## src/rtl/alu_arbiter_if.sv

```systemverilog
// alu_arbiter_if: request, ALU and response signals shared by the arbiter and its environment.
interface alu_arbiter_if #(
  parameter int WIDTH = 32,
  parameter int OPW   = 4
);
  // Two requesters, operands packed with requester i at slot i
  logic [1:0]         req_valid;
  logic [1:0]         req_ready;
  logic [2*WIDTH-1:0] req_x;
  logic [2*WIDTH-1:0] req_y;
  logic [2*OPW-1:0]   req_op;

  // Registered operands out to the ALU, combinational result back
  logic [WIDTH-1:0]   alu_x;
  logic [WIDTH-1:0]   alu_y;
  logic [OPW-1:0]     alu_op;
  logic [WIDTH-1:0]   alu_z;
  logic               alu_overflow;
  logic               alu_equal;
  logic               alu_zero;

  // Tagged response channel
  logic               resp_valid;
  logic               resp_ready;
  logic               resp_id;
  logic [WIDTH-1:0]   resp_z;
  logic [2:0]         resp_flags;
  logic               resp_illegal;
  logic               busy;

  modport slave (
    input  req_valid, req_x, req_y, req_op,
    input  alu_z, alu_overflow, alu_equal, alu_zero,
    input  resp_ready,
    output req_ready, alu_x, alu_y, alu_op,
    output resp_valid, resp_id, resp_z, resp_flags, resp_illegal, busy
  );

  modport master (
    output req_valid, req_x, req_y, req_op,
    output alu_z, alu_overflow, alu_equal, alu_zero,
    output resp_ready,
    input  req_ready, alu_x, alu_y, alu_op,
    input  resp_valid, resp_id, resp_z, resp_flags, resp_illegal, busy
  );
endinterface

```

## src/rtl/alu_arbiter.sv

```systemverilog
// alu_arbiter: round-robin share of one combinational ALU between two requesters.
// One operation in flight at a time: IDLE accepts, EXEC lets the ALU settle, RESP holds the result.
module alu_arbiter #(
  parameter int WIDTH = 32,
  parameter int OPW   = 4
) (
  input  logic         clk,
  input  logic         rstb,
  alu_arbiter_if.slave bus
);

  typedef enum logic [1:0] {
    IDLE = 2'd0,
    EXEC = 2'd1,
    RESP = 2'd2
  } state_t;

  state_t           state;
  logic             last_grant;
  logic             id_reg;
  logic [WIDTH-1:0] alu_x_reg;
  logic [WIDTH-1:0] alu_y_reg;
  logic [OPW-1:0]   alu_op_reg;
  logic             resp_valid_reg;
  logic [WIDTH-1:0] resp_z_reg;
  logic [2:0]       resp_flags_reg;
  logic             resp_illegal_reg;

  logic [1:0]       grant;
  logic             accept;
  logic [WIDTH-1:0] sel_x;
  logic [WIDTH-1:0] sel_y;
  logic [OPW-1:0]   sel_op;

  // Reserved op codes: 0100 and 1011..1111
  function automatic logic is_reserved(input logic [OPW-1:0] op);
    return (op == OPW'(4'b0100)) || (op >= OPW'(4'b1011));
  endfunction

  // Round-robin grant: a lone requester wins, a tie goes to the one not served last
  always_comb begin
    grant = 2'b00;
    if (state == IDLE) begin
      case (bus.req_valid)
        2'b01:   grant = 2'b01;
        2'b10:   grant = 2'b10;
        2'b11:   grant = last_grant ? 2'b01 : 2'b10;
        default: grant = 2'b00;
      endcase
    end
  end

  assign accept = |grant;
  assign sel_x  = grant[1] ? bus.req_x[WIDTH +: WIDTH] : bus.req_x[0 +: WIDTH];
  assign sel_y  = grant[1] ? bus.req_y[WIDTH +: WIDTH] : bus.req_y[0 +: WIDTH];
  assign sel_op = grant[1] ? bus.req_op[OPW +: OPW]    : bus.req_op[0 +: OPW];

  // Transaction FSM: latch operands on accept, capture ALU result after one settle cycle,
  // hold the response until the consumer takes it
  always_ff @(posedge clk or negedge rstb) begin
    if (!rstb) begin
      state            <= IDLE;
      last_grant       <= 1'b1;
      id_reg           <= 1'b0;
      alu_x_reg        <= '0;
      alu_y_reg        <= '0;
      alu_op_reg       <= '0;
      resp_valid_reg   <= 1'b0;
      resp_z_reg       <= '0;
      resp_flags_reg   <= 3'b000;
      resp_illegal_reg <= 1'b0;
    end else begin
      case (state)
        IDLE: begin
          if (accept) begin
            alu_x_reg  <= sel_x;
            alu_y_reg  <= sel_y;
            alu_op_reg <= sel_op;
            id_reg     <= grant[1];
            last_grant <= grant[1];
            state      <= EXEC;
          end
        end
        EXEC: begin
          resp_z_reg       <= bus.alu_z;
          resp_flags_reg   <= {bus.alu_overflow, bus.alu_equal, bus.alu_zero};
          resp_illegal_reg <= is_reserved(alu_op_reg);
          resp_valid_reg   <= 1'b1;
          state            <= RESP;
        end
        RESP: begin
          if (bus.resp_ready) begin
            resp_valid_reg <= 1'b0;
            state          <= IDLE;
          end
        end
        default: state <= IDLE;
      endcase
    end
  end

  assign bus.req_ready    = grant;
  assign bus.alu_x        = alu_x_reg;
  assign bus.alu_y        = alu_y_reg;
  assign bus.alu_op       = alu_op_reg;
  assign bus.resp_valid   = resp_valid_reg;
  assign bus.resp_id      = id_reg;
  assign bus.resp_z       = resp_z_reg;
  assign bus.resp_flags   = resp_flags_reg;
  assign bus.resp_illegal = resp_illegal_reg;
  assign bus.busy         = (state != IDLE);

endmodule

```

## src/flat_wrapper.sv

```systemverilog
// flat-port wrapper written by rule: the top's interface ports become plain ports
module alu_arbiter_flat 
#(
  parameter int WIDTH = 32,
  parameter int OPW   = 4
)
  (clk, rstb, bus_req_valid, bus_req_x, bus_req_y, bus_req_op, bus_alu_z, bus_alu_overflow, bus_alu_equal, bus_alu_zero, bus_resp_ready, bus_req_ready, bus_alu_x, bus_alu_y, bus_alu_op, bus_resp_valid, bus_resp_id, bus_resp_z, bus_resp_flags, bus_resp_illegal, bus_busy);
  alu_arbiter_if #(.WIDTH(WIDTH), .OPW(OPW)) bus_i ();
  input  logic clk;
  input  logic rstb;
  input wire logic [$bits(bus_i.req_valid)-1:0] bus_req_valid;
  input wire logic [$bits(bus_i.req_x)-1:0] bus_req_x;
  input wire logic [$bits(bus_i.req_y)-1:0] bus_req_y;
  input wire logic [$bits(bus_i.req_op)-1:0] bus_req_op;
  input wire logic [$bits(bus_i.alu_z)-1:0] bus_alu_z;
  input wire logic [$bits(bus_i.alu_overflow)-1:0] bus_alu_overflow;
  input wire logic [$bits(bus_i.alu_equal)-1:0] bus_alu_equal;
  input wire logic [$bits(bus_i.alu_zero)-1:0] bus_alu_zero;
  input wire logic [$bits(bus_i.resp_ready)-1:0] bus_resp_ready;
  output wire logic [$bits(bus_i.req_ready)-1:0] bus_req_ready;
  output wire logic [$bits(bus_i.alu_x)-1:0] bus_alu_x;
  output wire logic [$bits(bus_i.alu_y)-1:0] bus_alu_y;
  output wire logic [$bits(bus_i.alu_op)-1:0] bus_alu_op;
  output wire logic [$bits(bus_i.resp_valid)-1:0] bus_resp_valid;
  output wire logic [$bits(bus_i.resp_id)-1:0] bus_resp_id;
  output wire logic [$bits(bus_i.resp_z)-1:0] bus_resp_z;
  output wire logic [$bits(bus_i.resp_flags)-1:0] bus_resp_flags;
  output wire logic [$bits(bus_i.resp_illegal)-1:0] bus_resp_illegal;
  output wire logic [$bits(bus_i.busy)-1:0] bus_busy;
  assign bus_i.req_valid = bus_req_valid;
  assign bus_i.req_x = bus_req_x;
  assign bus_i.req_y = bus_req_y;
  assign bus_i.req_op = bus_req_op;
  assign bus_i.alu_z = bus_alu_z;
  assign bus_i.alu_overflow = bus_alu_overflow;
  assign bus_i.alu_equal = bus_alu_equal;
  assign bus_i.alu_zero = bus_alu_zero;
  assign bus_i.resp_ready = bus_resp_ready;
  assign bus_req_ready = bus_i.req_ready;
  assign bus_alu_x = bus_i.alu_x;
  assign bus_alu_y = bus_i.alu_y;
  assign bus_alu_op = bus_i.alu_op;
  assign bus_resp_valid = bus_i.resp_valid;
  assign bus_resp_id = bus_i.resp_id;
  assign bus_resp_z = bus_i.resp_z;
  assign bus_resp_flags = bus_i.resp_flags;
  assign bus_resp_illegal = bus_i.resp_illegal;
  assign bus_busy = bus_i.busy;
  alu_arbiter #(.WIDTH(WIDTH), .OPW(OPW)) u_core (.clk(clk), .rstb(rstb), .bus(bus_i));
endmodule
```

## config.mk

```make
export PLATFORM = sky130hd
export DESIGN_NAME = alu_arbiter_flat
export DESIGN_NICKNAME = d
export VERILOG_FILES = /design/src/rtl/alu_arbiter_if.sv /design/src/rtl/alu_arbiter.sv /design/src/flat_wrapper.sv
export SDC_FILE = /design/constraint.sdc
export NUM_CORES = 1
export LEC_CHECK = 0
export CAP_MARGIN = 40
export CORE_MARGIN = 1.5
export CORE_UTILIZATION = 39
export CTS_CLUSTER_DIAMETER = 40
export DETAILED_ROUTE_END_ITERATION = 12
export GPL_TIMING_DRIVEN = 0
export HOLD_SLACK_MARGIN = 0.05
export PLACE_DENSITY = 0.81
export SYNTH_ARGS = -nofsm -noshare
export SYNTH_HDL_FRONTEND = slang
export SYNTH_SLANG_ARGS = --single-unit
export TNS_END_PERCENT = 1
```

## constraint.sdc

```tcl
create_clock -name clk -period 1.7 [get_ports clk]
set_input_delay 0.17 -clock clk [delete_from_list [all_inputs] [get_ports clk]]
set_output_delay 0.17 -clock clk [all_outputs]
set_load 0.02 [all_outputs]
```

# Word level (Yosys, flattened, before mapping)
# Cells that the tools add are included.
[word_totals] reg_bits=109
[op_classes] n_lt_le_gt_ge=1 eq_ne=8 muxes=11 n_reduce_logical=8
[ops] op="two-way mux 32 bit" count=2
[ops] op="case mux 2 bit (3 select lines)" count=2
[ops] op="two-way mux 2 bit" count=4
[ops] op="equality test 2 bit, second input constant" count=3
[ops] op="AND reduction 2 bit" count=3
[ops] op="equality test 2 x 1 -> 1 bit, second input constant" count=2
[ops] op="equality test 4 x 3 -> 1 bit, second input constant" count=1
[ops] op="greater-or-equal comparator 4 bit, second input constant" count=1
[ops] op="two-way mux 4 bit" count=1
[ops] op="nonzero test 2 bit" count=2
[ops] op="zero test 2 bit" count=1
[ops] op="inequality test 2 x 1 -> 1 bit, second input constant" count=1
[ops] op="inequality test 2 bit, second input constant" count=1
[ops] op="case mux 1 bit (2 select lines)" count=1
[ops] op="OR reduction 2 bit" count=1
[ops] op="logical OR 1 bit" count=1
[ops] op="two-way mux 1 bit" count=1

# Depth between registers and ports, before layout
[logic_depth] ltp_word=6 mapped_depth=6

# Worst setup path before layout
# OpenSTA, ideal clock, no wires.
[synth_path] path_type="register -> output" from="reg u_core.last_grant" to="out bus_req_ready[0]" arrival_ns=1.348 setup_slack_ns=0.182 stages_incl_launch_ff=5 cell_sequence="dfstp_2 > buf_2 > clkbuf_1 > inv_1 > a21oi_1"
[synth_between] elab_chain_len=3
[synth_rtl] item="start: declaration" line="alu_arbiter.sv:19" text="logic last_grant;"
[synth_rtl] item="start signal: assignment" line="alu_arbiter.sv:80" text="last_grant <= grant[1];"
[synth_rtl] item="two-way mux 2 bit" line="alu_arbiter.sv:47" text="2'b11: grant = last_grant ? 2'b01 : 2'b10;"
[synth_rtl] item="case mux 2 bit (3 select lines)" line="alu_arbiter.sv:44" text="case (bus.req_valid)"
[synth_rtl] item="two-way mux 2 bit" line="alu_arbiter.sv:43" text="if (state == IDLE) begin"
[synth_rtl] item="end: declaration" line="flat_wrapper.sv:20" text="output wire logic [$bits(bus_i.req_ready)-1:0] bus_req_ready;"
# Every way passes these cells.

# Worst setup path in the final report
[layout_path] from="reg u_core.state[1]" to="out bus_busy"
[layout_between] elab_chain_len=1
[layout_rtl] item="start: declaration" line="alu_arbiter.sv:18" text="state_t state;"
[layout_rtl] item="start signal: assignment" line="alu_arbiter.sv:62" text="state <= IDLE;"
[layout_rtl] item="start signal: assignment" line="alu_arbiter.sv:81" text="state <= EXEC;"
[layout_rtl] item="start signal: assignment" line="alu_arbiter.sv:89" text="state <= RESP;"
[layout_rtl] item="nonzero test 2 bit" line="alu_arbiter.sv:111" text="assign bus.busy = (state != IDLE);"
[layout_rtl] item="end: declaration" line="flat_wrapper.sv:29" text="output wire logic [$bits(bus_i.busy)-1:0] bus_busy;"
# Every way passes these cells.

==> impl_metrics.toml <==
[die]
start_util = 0.396
die_width_microns = 118
dieArea_sq_um = 14000
coreArea_sq_um = 13100
ios = 285
die_h_microns = 118
placementRows = 42

[place]
pre_cts_slack_ns = -0.513
dpl-instance-area_sq_um = 8300
post-dp-hpwl_microns = 13700
numPlacedInstances = 957
port_buffers = 283
place.gp.congestion = 0.829

[sta]
max_freq_ghz = 0.592
slew_headroom = 0.612
hold_violations = 0
finalSetupViolCount = 0
fin_crit_sh = 0.993
worstMarginPinSlew_ns = 0.583
skew_ns = 0.00529
rsz0062_at_grt = "true"
slew_violations = 0
timing.setup.tns_ns = 0
period_minus_slack_ns = 1.69
hold_ws_ns = 0.150
fin_ws_ns = 0.0116

[clock_network]
cts_root_buffer = "clkbuf_16"
path_clk_slew_ns = 0.08
tritoncts = "built"
htree_levels = 3
cts_buffers = 9
cts_buffer_depth = 2
cts_sinks = 109
insertion_delay_ns = 0.34

[global_route]
gr-total-overflow = 0
grt_usage = 0.262
grt_max_degree = 65
grt_pass1_vias = 5779
antenna_found_initial = 0
grt_pass1_wl_microns = 29500

[drt]
wl_per_cell_microns = 18.8
drc = 0
viasPerCell = 5.51
totalWireLength_microns = 18500
firstDrtPassIters = 5
ant_nets = 0
via_count = 5429
dr.first_iter.drc_count = 343

[run_status]
status = "completed"

[synthesis]
synth_flop_cell = "dfrtp_1"
syn_inst = 496
yosys.cell_types.count = 24
synth.cell_area_sq_um = 5200
synth_top_cell_by_area = "dfrtp_1"
synth-seq-area-share = 0.525
postSynth.asyncResetShare = 1.00
synth_seq_cells = 109
synth_edf_count = 0
synthTopCellsByArea = "dfrtp_1 (52%), o2111ai_1 (11%), o211ai_1 (9.8%)"
synthesis.nets = 672
synth_common_cells = "dfrtp_1 (108), inv_1 (71), o2111ai_1 (68), o211ai_1 (68), o21ai_0 (56)"
yosys_warnings = 0
yosysMostFrequentCell = "dfrtp_1"
synthDominantCellAreaShare = 0.519
syn_area_per_cell_sq_um = 10.5

[critical_path]
path_class = "reg -> out"
rr_worst_depth = 6
critical_path_arrival_ns = 1.52
critPathRequiredTime_ns = 1.53
reg2reg_from = "u_core.state[1]$_DFFE_PN0P_"
reg2reg_to = "u_core.bus.alu_op[2]$_DFFE_PN0P_"
start_kind = "flip-flop"
reg2reg_slack_ns = 0.07
end_kind = "output port"
cp_max_fo = 10

[pwr]
ir_drop_mv = 0.767
powerDensity_nw_per_um2 = 1790
leakagePower_uw = 0.00355

[layout]
final_area_sq_um = 8740
drive_gt1_frac = 0.122
diodes = 0
fin_cells = 985
nets = 980
area_delta_synth_final_pct = 67.9

[flow_run]
max_cap_viol_count = 0

[min_path]
hold_path.class = "in -> async"
-- through the flow --
stage           util  power [uW]
2_1_floorplan      -        9090
6_report       0.665       15600
5_1_grt        0.665       16500
4_1_cts        0.662       15600
3_5_place_dp   0.632       13300
3_3_place_gp   0.628       13000
-- layer usage --
metal,vias to the layer above,GRT usage,wire length (microns)
met5,-,0,0
met4,0,0.0730,444
met3,35,0.0598,1310
met2,261,0.467,9470
met1,2667,0.318,7310
li1,2466,-,-
-- kinds of logic after synthesis --
logic type / share of synthesized area
buffers and inverters: 0.0991
DFF: 0.525
muxes: 0.0758
and+or+nand+nor: 0.0115
AOI/OAI and AO/OA: 0.289
-- report_power, final --
part	internal, uW	switching, uW
Combinational	4260	4670
Sequential	3910	748
Clock	1010	1010
-- cell usage in the layout (no fill, tap or decap), types with 4 or more instances in the layout --
master / Yosys / final
nor2_1: 5 / 5
clkinvlp_4: 0 / 4
a21o_1: 4 / 4
mux2_2: 34 / 34
o21ai_1: 13 / 14
clkbuf_16: 0 / 9
clkbuf_1: 39 / 34
buf_2: 12 / 11
o211ai_1: 68 / 68
buf_4: 1 / 15
inv_1: 71 / 70
o21ai_0: 56 / 55
buf_6: 2 / 4
dfrtp_1: 108 / 106
o2111ai_1: 68 / 68
clkdlybuf4s50_1: 0 / 279
-- what timing repair did --
item / CTS / global route
pin swaps: 1 / 1
resized for setup: 29 / 15
hold buffers: 1 / 0
hold endpoints to repair: 63 / 0
setup buffers: 10 / 2
setup endpoints to repair: 49 / 28
-- critical path, cell delays in order (launching register included) --
cell and delay (ns):
dfrtp_2 0.43, nor2_4 0.13, buf_4 0.16, inv_2 0.11, clkbuf_8 0.18, buf_2 0.16
-- layout make-up --
| cell class | instances | area (sq um) |
|---|---|---|
| buffer | 54 | 274 |
| clock buffer | 9 | 225 |
| clock inverter | 7 | 58.8 |
| fill | 1057 | 4400 |
| inverter | 73 | 274 |
| multi-input combinational | 259 | 1980 |
| sequential | 109 | 2730 |
| tap | 176 | 220 |
| timing repair buffer | 298 | 2980 |
-- worst max path at each step --
stage                                             start                           endpoint  slack (ns)  cells past startpoint
after floorplan           u_core.last_grant$_DFFE_PN1P_                   bus_req_ready[0]        0.18                      4
after global placement                             rstb  u_core.bus.resp_z[19]$_DFFE_PN0P_       -3.63                      1
after detailed placement    u_core.state[1]$_DFFE_PN0P_                   bus_req_ready[1]       -0.51                      5
after CTS                   u_core.state[0]$_DFFE_PN0P_                   bus_req_ready[0]       0.001                      6
after global routing        u_core.state[1]$_DFFE_PN0P_                           bus_busy       -0.04                      5
final                       u_core.state[1]$_DFFE_PN0P_                           bus_busy        0.01                      5
No activity file was read; power rests on OpenSTA's default activity.
